File: config.mk
export PLATFORM = sky130hd
export DESIGN_NAME = pipeline_mul_add
export DESIGN_NICKNAME = d
export VERILOG_FILES = /design/src/rtl/divider_pkg.sv /design/src/rtl/mul_add_stage.sv /design/src/rtl/pipeline_mul_add.sv
export SDC_FILE = /design/constraint.sdc
export NUM_CORES = 1
export LEC_CHECK = 0
export BUFFER_PORTS_ARGS = -buffer_cell sky130_fd_sc_hd__buf_2
export CORE_UTILIZATION = 54
export DETAILED_ROUTE_END_ITERATION = 10
export PLACE_DENSITY_LB_ADDON = 0.1
export SLEW_MARGIN = 40
export SYNTH_ARGS = -nofsm -noshare
export SYNTH_HDL_FRONTEND = slang
export SYNTH_SLANG_ARGS = --single-unit
File: constraint.sdc
create_clock -name clock -period 5.55 [get_ports clock]
set_clock_uncertainty 0.1 [all_clocks]
set_input_delay 0.555 -clock clock [delete_from_list [all_inputs] [get_ports clock]]
set_output_delay 0.555 -clock clock [all_outputs]
set_load 0.03 [all_outputs]
File: src/rtl/divider_pkg.sv
// Widths shared by the pipelined long divider and its multiply-add companion,
// plus the helper that derives the full product/dividend-rebuild width.
package divider_pkg;

  localparam int DIVIDEND_WIDTH = 16;
  localparam int DIVISOR_WIDTH  = 8;

  function automatic int product_width_f(input int dividend_w, input int divisor_w);
    return dividend_w + divisor_w;
  endfunction

endpackage

File: src/rtl/mul_add_stage.sv
// One shift-add stage: conditionally adds the multiplicand, shifted by the
// stage's bit weight, into the running accumulator; operands ride along.
module mul_add_stage
  import divider_pkg::*;
#(
  parameter int STAGE_IDX = 1,
  parameter int DIVISOR_W = DIVISOR_WIDTH,
  parameter int PRODUCT_W = product_width_f(DIVIDEND_WIDTH, DIVISOR_WIDTH)
) (
  input  logic                 clock,
  input  logic                 reset,
  input  logic                 valid_i,
  input  logic [PRODUCT_W-1:0] acc_i,
  input  logic [PRODUCT_W-1:0] mcand_i,
  input  logic [DIVISOR_W-1:0] mplier_i,
  output logic                 valid_o,
  output logic [PRODUCT_W-1:0] acc_o,
  output logic [PRODUCT_W-1:0] mcand_o,
  output logic [DIVISOR_W-1:0] mplier_o
);

  logic                 valid_q;
  logic [PRODUCT_W-1:0] acc_d;
  logic [PRODUCT_W-1:0] acc_q;
  logic [PRODUCT_W-1:0] mcand_q;
  logic [DIVISOR_W-1:0] mplier_q;

  always_comb begin
    acc_d = acc_i;
    if (mplier_i[STAGE_IDX-1]) begin
      acc_d = acc_i + (mcand_i << (STAGE_IDX - 1));
    end
  end

  // Only the valid bit needs reset; data in empty slots is don't-care.
  always_ff @(posedge clock) begin
    if (reset) begin
      valid_q <= 1'b0;
    end else begin
      valid_q <= valid_i;
    end
    acc_q    <= acc_d;
    mcand_q  <= mcand_i;
    mplier_q <= mplier_i;
  end

  assign valid_o  = valid_q;
  assign acc_o    = acc_q;
  assign mcand_o  = mcand_q;
  assign mplier_o = mplier_q;

endmodule

File: src/rtl/pipeline_mul_add.sv
// Pipelined product = quotient * divisor + remainder, one divisor bit per stage.
// Optional MUL_ADD_FIT_CHECK_EN builds the registered "fits in dividend width" flag.
module pipeline_mul_add
  import divider_pkg::*;
#(
  parameter  int dividend_width = DIVIDEND_WIDTH,
  parameter  int divisor_width  = DIVISOR_WIDTH,
  localparam int product_width  = product_width_f(dividend_width, divisor_width)
) (
  input  logic                      clock,
  input  logic                      reset,
  input  logic                      in_valid,
  input  logic [dividend_width-1:0] quotient,
  input  logic [divisor_width-1:0]  divisor,
  input  logic [dividend_width-1:0] remainder,
  output logic                      out_valid,
  output logic [product_width-1:0]  product,
  output logic                      fits
);

  logic [divisor_width:0]     valid_pipe;
  logic [product_width-1:0]   acc_pipe    [0:divisor_width];
  logic [product_width-1:0]   mcand_pipe  [0:divisor_width];
  logic [divisor_width-1:0]   mplier_pipe [0:divisor_width];

  logic                       v0_q;
  logic [product_width-1:0]   acc0_q;
  logic [product_width-1:0]   mcand0_q;
  logic [divisor_width-1:0]   mplier0_q;

  always_ff @(posedge clock) begin
    if (reset) begin
      v0_q <= 1'b0;
    end else begin
      v0_q <= in_valid;
    end
    mcand0_q  <= {{divisor_width{quotient[dividend_width-1]}}, quotient};
    acc0_q    <= {{divisor_width{remainder[dividend_width-1]}}, remainder};
    mplier0_q <= divisor;
  end

  assign valid_pipe[0]  = v0_q;
  assign acc_pipe[0]    = acc0_q;
  assign mcand_pipe[0]  = mcand0_q;
  assign mplier_pipe[0] = mplier0_q;

  for (genvar i = 1; i <= divisor_width; i++) begin : g_stage
    mul_add_stage #(
      .STAGE_IDX (i),
      .DIVISOR_W (divisor_width),
      .PRODUCT_W (product_width)
    ) u_stage (
      .clock    (clock),
      .reset    (reset),
      .valid_i  (valid_pipe[i-1]),
      .acc_i    (acc_pipe[i-1]),
      .mcand_i  (mcand_pipe[i-1]),
      .mplier_i (mplier_pipe[i-1]),
      .valid_o  (valid_pipe[i]),
      .acc_o    (acc_pipe[i]),
      .mcand_o  (mcand_pipe[i]),
      .mplier_o (mplier_pipe[i])
    );
  end

  // The last stage's pass-through operands have no consumer.
  logic unused_tail;
  assign unused_tail = ^{mcand_pipe[divisor_width], mplier_pipe[divisor_width]};

  logic                     valid_last;
  logic [product_width-1:0] acc_last;
  assign valid_last = valid_pipe[divisor_width];
  assign acc_last   = acc_pipe[divisor_width];

  logic                     out_valid_q;
  logic [product_width-1:0] product_q;

  always_ff @(posedge clock) begin
    if (reset) begin
      out_valid_q <= 1'b0;
      product_q   <= '0;
    end else begin
      out_valid_q <= valid_last;
      if (valid_last) begin
        product_q <= acc_last;
      end
    end
  end

  assign out_valid = out_valid_q;
  assign product   = product_q;

`ifdef MUL_ADD_FIT_CHECK_EN
  // Fits when everything from the dividend sign bit upward is pure sign extension.
  logic [divisor_width:0] upper_bits;
  logic                   fits_d;
  logic                   fits_q;

  assign upper_bits = acc_last[product_width-1:dividend_width-1];
  assign fits_d     = (&upper_bits) | ~(|upper_bits);

  always_ff @(posedge clock) begin
    if (reset) begin
      fits_q <= 1'b0;
    end else if (valid_last) begin
      fits_q <= fits_d;
    end
  end

  assign fits = fits_q;
`else
  assign fits = 1'b0;
`endif

endmodule
; ---- After elaboration in Yosys (flattened, before gate mapping)
; Cells that the tools add are included.
[totals]
mem_count = 0
word_cells = 52
mem_bits_rw = 0
romBits = 0
inputBits = 43
ff_bits = 434
out_inout_bits = 26
latch_bits = 0
[op_classes]
eq_ne = 0
n_lt_le_gt_ge = 0
shifts = 0
addsub = 8
reduce_logical = 0
mux = 8
div_mod_pow = 0
mul = 0
n_bitwise = 0
[ops]
columns = op, n
row1 = 24-bit two-way mux, 8
row2 = 24-bit adder, 7
row3 = 16-bit by 16-bit adder with 17-bit output, 1

; ---- Longest topological paths before layout
; Gate-level depths: netlist of run 1.
[depth]
ltp_word = 2
mapped_depth = 10

; ---- Cells and area by module
; A second synthesis of run 1 with hierarchy kept.
[unflattened]
hier_cells = 2036
area_unflattened_um2 = 21544.4
[modules_own_cells]
columns = module, seq_area_each_um2, instances, cells_each, area_per_inst_um2
row1 = mul_add_stage at g_stage[3].u_stage, 1141.1, 1, 280, 2728.9
row2 = mul_add_stage at g_stage[1].u_stage, 1141.1, 1, 276, 2726.4
row3 = mul_add_stage at g_stage[5].u_stage, 1141.1, 1, 255, 2508.7
row4 = mul_add_stage at g_stage[2].u_stage, 1141.1, 1, 234, 2502.4
row5 = mul_add_stage at g_stage[4].u_stage, 1141.1, 1, 230, 2468.6
row6 = mul_add_stage at g_stage[6].u_stage, 1141.1, 1, 241, 2461.1
row7 = mul_add_stage at g_stage[7].u_stage, 1141.1, 1, 202, 2257.2
row8 = mul_add_stage at g_stage[8].u_stage, 1141.1, 1, 194, 2149.6
row9 = pipeline_mul_add, 1321.3, 1, 124, 1741.7

; ---- Least setup slack after synthesis of run 1
; No wires, ideal clock.
[synth_timing]
kind = register -> register
startpoint = register g_stage[7].u_stage.acc_q[7]
endpoint = register g_stage[8].u_stage.acc_q[21]
synth_period_minus_slack_ns = 2.692
path_stages_with_launch = 10
setup_time_ns = 0.121
n_path_buf = 0
arrival_ns = 2.470
setup_slack_ns = 2.858
cell_sequence = dfxtp_1 > ha_1 > fa_1 > a211oi_2 > o21bai_2 > a2111oi_4 > nor2_2 > a221o_1 > xor2_1 > mux2_4
[synth_via]
elab_chain_len = 2
[synth_rtl]
columns = element, line
row1 = "start, declared", mul_add_stage.sv:24  ; logic [PRODUCT_W-1:0] acc_q;
row2 = "start signal, assigned", mul_add_stage.sv:42  ; acc_q <= acc_d;
row3 = 24-bit adder, mul_add_stage.sv:31  ; acc_d = acc_i + (mcand_i << (STAGE_IDX - 1));
row4 = 24-bit two-way mux, mul_add_stage.sv:30  ; if (mplier_i[STAGE_IDX-1]) begin
row5 = named net g_stage[8].u_stage.acc_d[21], mul_add_stage.sv:23  ; logic [PRODUCT_W-1:0] acc_d;
row6 = "end signal, assigned", mul_add_stage.sv:42
row7 = "end, declared", mul_add_stage.sv:24
; The timed path passes the listed nets, and every way through them passes these cells.
; A chain may end at the register's enable or synchronous reset.

; ---- Worst setup path in the final report of run 1
[layout_timing]
startpoint = register g_stage[5].u_stage.acc_q[5]
endpoint = register g_stage[6].u_stage.acc_q[19]
[layout_via]
elab_chain_len = 2
[layout_rtl]
columns = element, line
row1 = "start, declared", mul_add_stage.sv:24
row2 = "start signal, assigned", mul_add_stage.sv:42
row3 = 24-bit adder, mul_add_stage.sv:31
row4 = 24-bit two-way mux, mul_add_stage.sv:30
row5 = named net g_stage[6].u_stage.acc_d[19], mul_add_stage.sv:23
row6 = "end signal, assigned", mul_add_stage.sv:42
row7 = "end, declared", mul_add_stage.sv:24
; The timed path passes the listed nets, and every way through them passes these cells.

==> results of run 1 <==
[layer usage]
| metal | vias to the layer above | track usage [%] |
|---|---|---|
| li1 | 6202 | - |
| met1 | 5484 | 21.7 |
| met2 | 213 | 37.7 |
| met3 | 88 | 2.83 |
| met4 | 0 | 9.06 |
| met5 | - | 0 |
[how the worst min path moves through the flow]
stage,from,endpoint,slack (ns),depth (start not counted)
global route,quotient[13],mcand0_q[13],0.003,1
finish,quotient[15],mcand0_q[15],0.02,1
global placement,g_stage[2].u_stage.mplier_o[5],g_stage[3].u_stage.mplier_o[5],0.21,0
floorplan,mplier0_q[1],g_stage[1].u_stage.mplier_o[1],0.21,0
detailed placement,g_stage[5].u_stage.mplier_o[6],g_stage[6].u_stage.mplier_o[6],0.21,0
CTS,quotient[15],mcand0_q[15],0.002,1
[synthesized netlist by cell type, drive strengths merged (7+ instances only)]
master / number
nand3: 23
nor2b: 21
or3: 9
buf: 8
a21oi: 111
xor2: 27
and3: 12
o21bai: 23
a211o: 9
ha: 143
a31o: 8
a221oi: 8
and2: 7
nand2b: 13
fa: 8
dfxtp: 399
o31ai: 14
clkbuf: 30
o21ai: 66
nor3: 30
nand4: 13
o21a: 28
o211ai: 12
mux2i: 32
a21o: 65
nand2: 79
a31oi: 14
nor2: 94
xnor2: 68
a211oi: 19
mux2: 82
inv: 53
[through the flow]
| stage | hold slack (ns) | setup slack, ns | power (mW) | utilization [%] | cell area, µm² |
|---|---|---|---|---|---|
| 2_1_floorplan | 0.210 | 2.86 | 7.00 | - | 17200 |
| 3_3_place_gp | 0.210 | 2.66 | 7.70 | 57.9 | 17900 |
| 3_5_place_dp | 0.212 | 2.63 | 7.79 | 57.9 | 17900 |
| 4_1_cts | 0.00215 | 2.59 | 10.7 | 63.5 | 19600 |
| 5_1_grt | 0.00285 | 2.40 | 11.4 | 63.5 | 19600 |
| 6_report | 0.0196 | 2.59 | 10.6 | 63.5 | 19600 |
[power by group through the flow]
| stage | logic (mW) | registers, mW | clock network [mW] |
|---|---|---|---|
| global route | 4.41 | 3.92 | 3.07 |
| CTS | 3.93 | 3.85 | 2.94 |
| global placement | 3.80 | 3.90 | 0 |
| detailed placement | 3.88 | 3.91 | 0 |
| finish | 3.93 | 3.85 | 2.87 |
| floorplan | 3.21 | 3.79 | 0 |
[sequential cells by signal (all words and copies together), names as in the netlist]
name and count:
g_stage.u_stage.valid_o 8, mcand0_q 16, g_stage.u_stage.acc_o 185, g_stage.u_stage.mplier_o 28
acc0_q 16, product 24, v0_q 1, mplier0_q 8
g_stage.u_stage.mcand_o 112, out_valid 1
[cell families after synthesis]
kind of cell / after synthesis / synth area share [%]
buffers and inverters: 93 / 2.17
xor gates and xnor gates: 95 / 4.84
adders and majority gates: 151 / 11.3
muxes: 114 / 7.26
other: 1 / 0.0218
and+or+nand+nor: 339 / 9.78
AOI/OAI and AO/OA: 445 / 18.1
DFF: 399 / 46.5
[cell type report]
class / instances / area [µm²]
repair buffers: 99 / 636
multi-input cells: 1145 / 8820
clock inverters: 12 / 190
well taps: 396 / 495
flip-flops and latches: 399 / 7990
clock buffers: 67 / 1290
fillers: 2515 / 11300
inverters: 55 / 206
[worst register-to-register path: stages, from the launching register on]
cell and delay (ns):
dfxtp_1 0.33, ha_1 0.19, inv_1 0.06, fa_1 0.39, nand2b_1 0.18, a21oi_1 0.35, o32ai_2 0.20, o31ai_1 0.49
a21oi_1 0.16, xnor2_1 0.14, mux2_2 0.26
==> results.ini, run 1 <==
[yosys]
synthCells=1637
yosysWarnings=0
syn_avg_cell_area_um2=10.5
postSynthNetCount=1831
post_synthesis_async_set_or_reset_flop_share_pct=0
post_synthesis_instance_area_mm2=0.0172
ys.flop_type=dfxtp_1
synth_cell_type_count=88
synth_sequential_area_ratio_pct=46.5
cell_types_occupying_the_most_area_after_synthesis=dfxtp_1, ha_1, mux2_2, xnor2_1, a21oi_1
yosys_register_bits=399
edff_count_synth=0
synth_largest_area_cell=dfxtp_1
synth_top_cell_area_share_pct=46.5

[placement]
gpl.final_weighted_congestion=0.890
portBuffers=67
place_hpwl_um=24100
numPlacedInstances=2070

[detailed_routing]
route.vias.total=12000
first_iter_violations=472
ant_nets=0
dr.max_layer_used=met4
final_routed_wirelength_across_all_metal_layers_um=31900
met3_wirelength_um=932
drt-vias-per-instance=5.52
routed_wire_length_per_instance_um=14.7
drt_pass1_iterations=5
drcViolationCount=0
route.met2.wl_um=16100
wl_met1_um=13600

[cells_and_area]
ant_diodes=0
finish.net_count=1937
mostFrequentLayoutCells=dfxtp_1, ha_1, a21oi_1, nor2_1, mux2_2
syn2layout_area_growth_pct=14.2
post_layout_nonfiller_instances=2173
layout_commonest_cell=dfxtp_1
post_route_cells_drive_above_1_share_pct=14.4

[timing]
setup_viol=0
final_period_minus_worst_setup_slack_ns=2.96
final.period_utilization_pct=53.3
max-slew-margin-rel_pct=48.3
tightestPinTransition_ns=0.775
timing_hold_violations_final=0
fmaxAchievable_mhz=338
fin_tns_setup_ns=0
grt_setup_unrepaired=false
finalMaxSlewViolations=0

[clocking]
clock-sinks=399
post_cts.repair.setup_buffers=0
ctsRootBufferMaster=clkbuf_16
h-tree-depth=2
cts_repair_resize_count=0
clk-insertion-delay-late_ns=0.54
clock_pin_slew_on_the_worst_setup_and_hold_paths_ns=0.06
cts_buffers=43
cts.hold.buffers_added=24
tritoncts=built
clock_path_buffers=3

[power]
netSwitchingFraction_pct=32.6
p_int_mw=7.18
clkPwrFrac_pct=26.9
ir_drop_v=0.000312
share_seq_of_total_power_pct=36.1
p_comb_share_pct=36.9
netSwitchingPower_mw=3.47
power_leakage_nw=8.54
power_density_mw_per_mm2=542

[global_routing]
overflow=0
grt_max_degree=35
global_route_wire_length_before_repair_um=54500
track_usage_pct=19.9
number_of_antenna_violations_at_the_first_check_in_global_routing=0
vias_in_the_first_global_route=12100

[die]
core_area_mm2=0.0309
initial_core_util_pct=55.6
fp-row-count=64
count_of_boundary_i_o_pins=69
die_x_um=180
dieArea_mm2=0.0325
floorplan_die_height_um=180

[setup_path]
worstPathRequired_ns=5.86
worst_setup_path_startpoint=g_stage[5].u_stage.acc_o[5]
max_stage_delay_ns=0.49
critical_path_buf_inv_count=1
crit_path_end_kind=flop
crit_top_cell=a21oi_1
critical_path_cell_count=10
r2r.worst_path.cells=10
critical-path-slowest-cell=o31ai_1
worstPathCellList=ha_1 > inv_1 > fa_1 > nand2b_1 > a21oi_1 > o32ai_2 > o31ai_1 > a21oi_1 > xnor2_1 > mux2_2
r2r-start=g_stage[5].u_stage.acc_o[5]
start_kind=flop
critical_path_fanout_max=4
regToRegEndpoint=g_stage[6].u_stage.acc_o[19]
endpoint=g_stage[6].u_stage.acc_o[19]
worst-endpoint-arrival_ns=3.27
ff2ff_setup_slack_ns=2.59
path_delay_family=compound AO/OA/AOI/OAI gates
critPathKind=flop to flop

[status]
status=finished, final reports clean

[flow_run]
timing.max_cap.violations=0

[worst_hold_path]
worst_hold_check_path_type=primary input to flop

Power figures use the tool's default switching activity.
==> run 2: changes to the inputs <==
==> constraint.sdc (replaced) <==
create_clock -name clock -period 2.9 [get_ports clock]
set_clock_uncertainty 0.1 [all_clocks]
set_input_delay 0.29 -clock clock [delete_from_list [all_inputs] [get_ports clock]]
set_output_delay 0.29 -clock clock [all_outputs]
set_load 0.03 [all_outputs]
==> run 2 against run 1 <==
First-iteration DRC count grew 19%. Die area is the same. Global-route usage grew 0.14 points. Setup slack lost 2.5 ns. Clock power grew 100%. Maximum frequency grew 6.2%. Largest cell class unchanged. Highest routed layer unchanged.
==> results.ini, run 2 (synthesized netlist as in run 1, its figures left out) <==
[setup_path]
worst-endpoint-arrival_ns=3.10
start_kind=flop
r2r-start=g_stage[2].u_stage.acc_o[2]
regToRegEndpoint=g_stage[3].u_stage.acc_o[14]
r2r.worst_path.cells=9
critical_path_fanout_max=5
worstPathRequired_ns=3.21
critPathKind=flop to flop
crit_path_end_kind=flop
ff2ff_setup_slack_ns=0.11

[power]
clkPwrFrac_pct=27.7
p_int_mw=14.0
ir_drop_v=0.000512
p_comb_share_pct=36.9
power_leakage_nw=8.72
netSwitchingPower_mw=6.74
power_density_mw_per_mm2=1040
share_seq_of_total_power_pct=35.4
netSwitchingFraction_pct=32.4

[detailed_routing]
drt_pass1_iterations=5
route.met2.wl_um=16500
route.vias.total=12200
wl_met1_um=13700
drcViolationCount=0
ant_nets=0
first_iter_violations=563
final_routed_wirelength_across_all_metal_layers_um=32600
drt-vias-per-instance=5.52
routed_wire_length_per_instance_um=14.8
met3_wirelength_um=955
dr.max_layer_used=met4

[clocking]
clock_pin_slew_on_the_worst_setup_and_hold_paths_ns=0.06
clock-sinks=399
cts_buffers=43
clock_path_buffers=3
tritoncts=built
clk-insertion-delay-late_ns=0.54
h-tree-depth=2
ctsRootBufferMaster=clkbuf_16

[global_routing]
global_route_wire_length_before_repair_um=54800
vias_in_the_first_global_route=12200
track_usage_pct=20.0
grt_max_degree=35
overflow=0
number_of_antenna_violations_at_the_first_check_in_global_routing=0

[cells_and_area]
syn2layout_area_growth_pct=16.2
finish.net_count=1966
filler_instances=2456
post_route_cells_drive_above_1_share_pct=15.2
seq_area_mm2=0.00799
layout_commonest_cell=dfxtp_1
mostFrequentLayoutCells=dfxtp_1, ha_1, a21oi_1, nor2_1, mux2_2
largest_register_ff_count=185
footprint_of_the_multi_input_gates_mm2=0.00884
ant_diodes=0

[timing]
timing_hold_violations_final=0
final.period_utilization_pct=96.0
post-route-worst-setup-slack_ns=0.115
setup_viol=0
max-slew-margin-rel_pct=52.6
fin_tns_setup_ns=0
grt_setup_unrepaired=false
final_period_minus_worst_setup_slack_ns=2.79
finalMaxSlewViolations=0
tightestPinTransition_ns=0.710
fmaxAchievable_mhz=359

[worst_hold_path]
hold_path_startpoint=reset
worst_hold_check_path_type=primary input to flop
whs_endpoint=product[6]
worst_hold_path.num_cells=2

[placement]
gpl.final_weighted_congestion=0.888
portBuffers=67
place_worst_setup_slack_ns=0.0474
place_hpwl_um=24300

[flow_run]
timing.max_cap.violations=0

[die]
core_area_mm2=0.0309
dieArea_mm2=0.0325
initial_core_util_pct=55.6
count_of_boundary_i_o_pins=69
floorplan_die_height_um=180
die_x_um=180
fp-row-count=64

[status]
status=finished, final reports clean

## run 2: cell types whose count changed in the layout (fill, tap and decap cells not counted), sizes merged
cell         previous run  this run
dlygate4sd3            24        41
clkbuf                 67        59
buf                    75        87
inv                    53        55
clkinvlp                3         1
bufinv                  4         7
clkinv                  7        13
## run 2: layer usage
layer | vias up | GRT usage [%]
met5 | - | 0
met4 | 0 | 9.47
met3 | 102 | 3.01
met2 | 234 | 38.0
met1 | 5572 | 21.6
li1 | 6253 | -
## run 2: area by class of cell
type	instances	share of cell area (%)
Inverter	55	1.03
Timing Repair Buffer	128	4.49
Multi-Input combinational cell	1145	44.3
Sequential cell	399	40.0
Clock inverter	21	1.53
Clock buffer	59	6.20
Tap cell	396	2.48
## run 2: power by group through the flow
stage / clock, mW / combinational, mW / sequential [mW]
6_report: 5.76 / 7.66 / 7.37
5_1_grt: 6.14 / 8.56 / 7.51
4_1_cts: 5.90 / 7.61 / 7.38
3_5_place_dp: 0 / 7.48 / 7.49
3_3_place_gp: 0 / 7.38 / 7.46
2_1_floorplan: 0 / 6.13 / 7.26
## run 2: worst max-delay path by stage
stage                                      from                      endpoint  cells past startpoint
floorplan           g_stage[7].u_stage.acc_o[7]  g_stage[8].u_stage.acc_o[21]                      9
global placement    g_stage[7].u_stage.acc_o[7]  g_stage[8].u_stage.acc_o[21]                      9
detailed placement  g_stage[7].u_stage.acc_o[7]  g_stage[8].u_stage.acc_o[21]                      9
CTS                 g_stage[7].u_stage.acc_o[7]  g_stage[8].u_stage.acc_o[21]                      9
global route        g_stage[6].u_stage.acc_o[6]  g_stage[7].u_stage.acc_o[16]                      9
finish              g_stage[2].u_stage.acc_o[2]  g_stage[3].u_stage.acc_o[14]                      9
## run 2: per-stage QoR
step	total power, mW	instances	area, µm²	utilization, %	hold WS [ns]
global route	22.2	2203	20000	64.6	0.183
floorplan	13.4	1637	17200	-	0.210
finish	20.8	2203	20000	64.6	0.145
global placement	14.8	2082	18000	58.2	0.210
detailed placement	15.0	2082	18000	58.2	0.212
CTS	20.9	2203	20000	64.5	0.147
## run 2: worst max-delay path, stage by stage (launching register included)
cell	delay, ns
dfxtp_1	0.31
ha_1	0.23
fa_1	0.44
a211o_1	0.28
o211ai_1	0.19
a21oi_1	0.18
or2_1	0.31
a21oi_4	0.24
o21ai_1	0.08
a221o_1	0.30
## run 2: what timing repair did
| item | 4_1_cts | 5_1_grt |
|---|---|---|
| setup endpoints to repair | 1 | 2 |
| hold buffers | 41 | 0 |
| pin swaps | 1 | 6 |
| cloned | 0 | 0 |
| gates resized for setup | 0 | 4 |
| setup buffers | 0 | 0 |
| hold endpoints to repair | 41 | 0 |
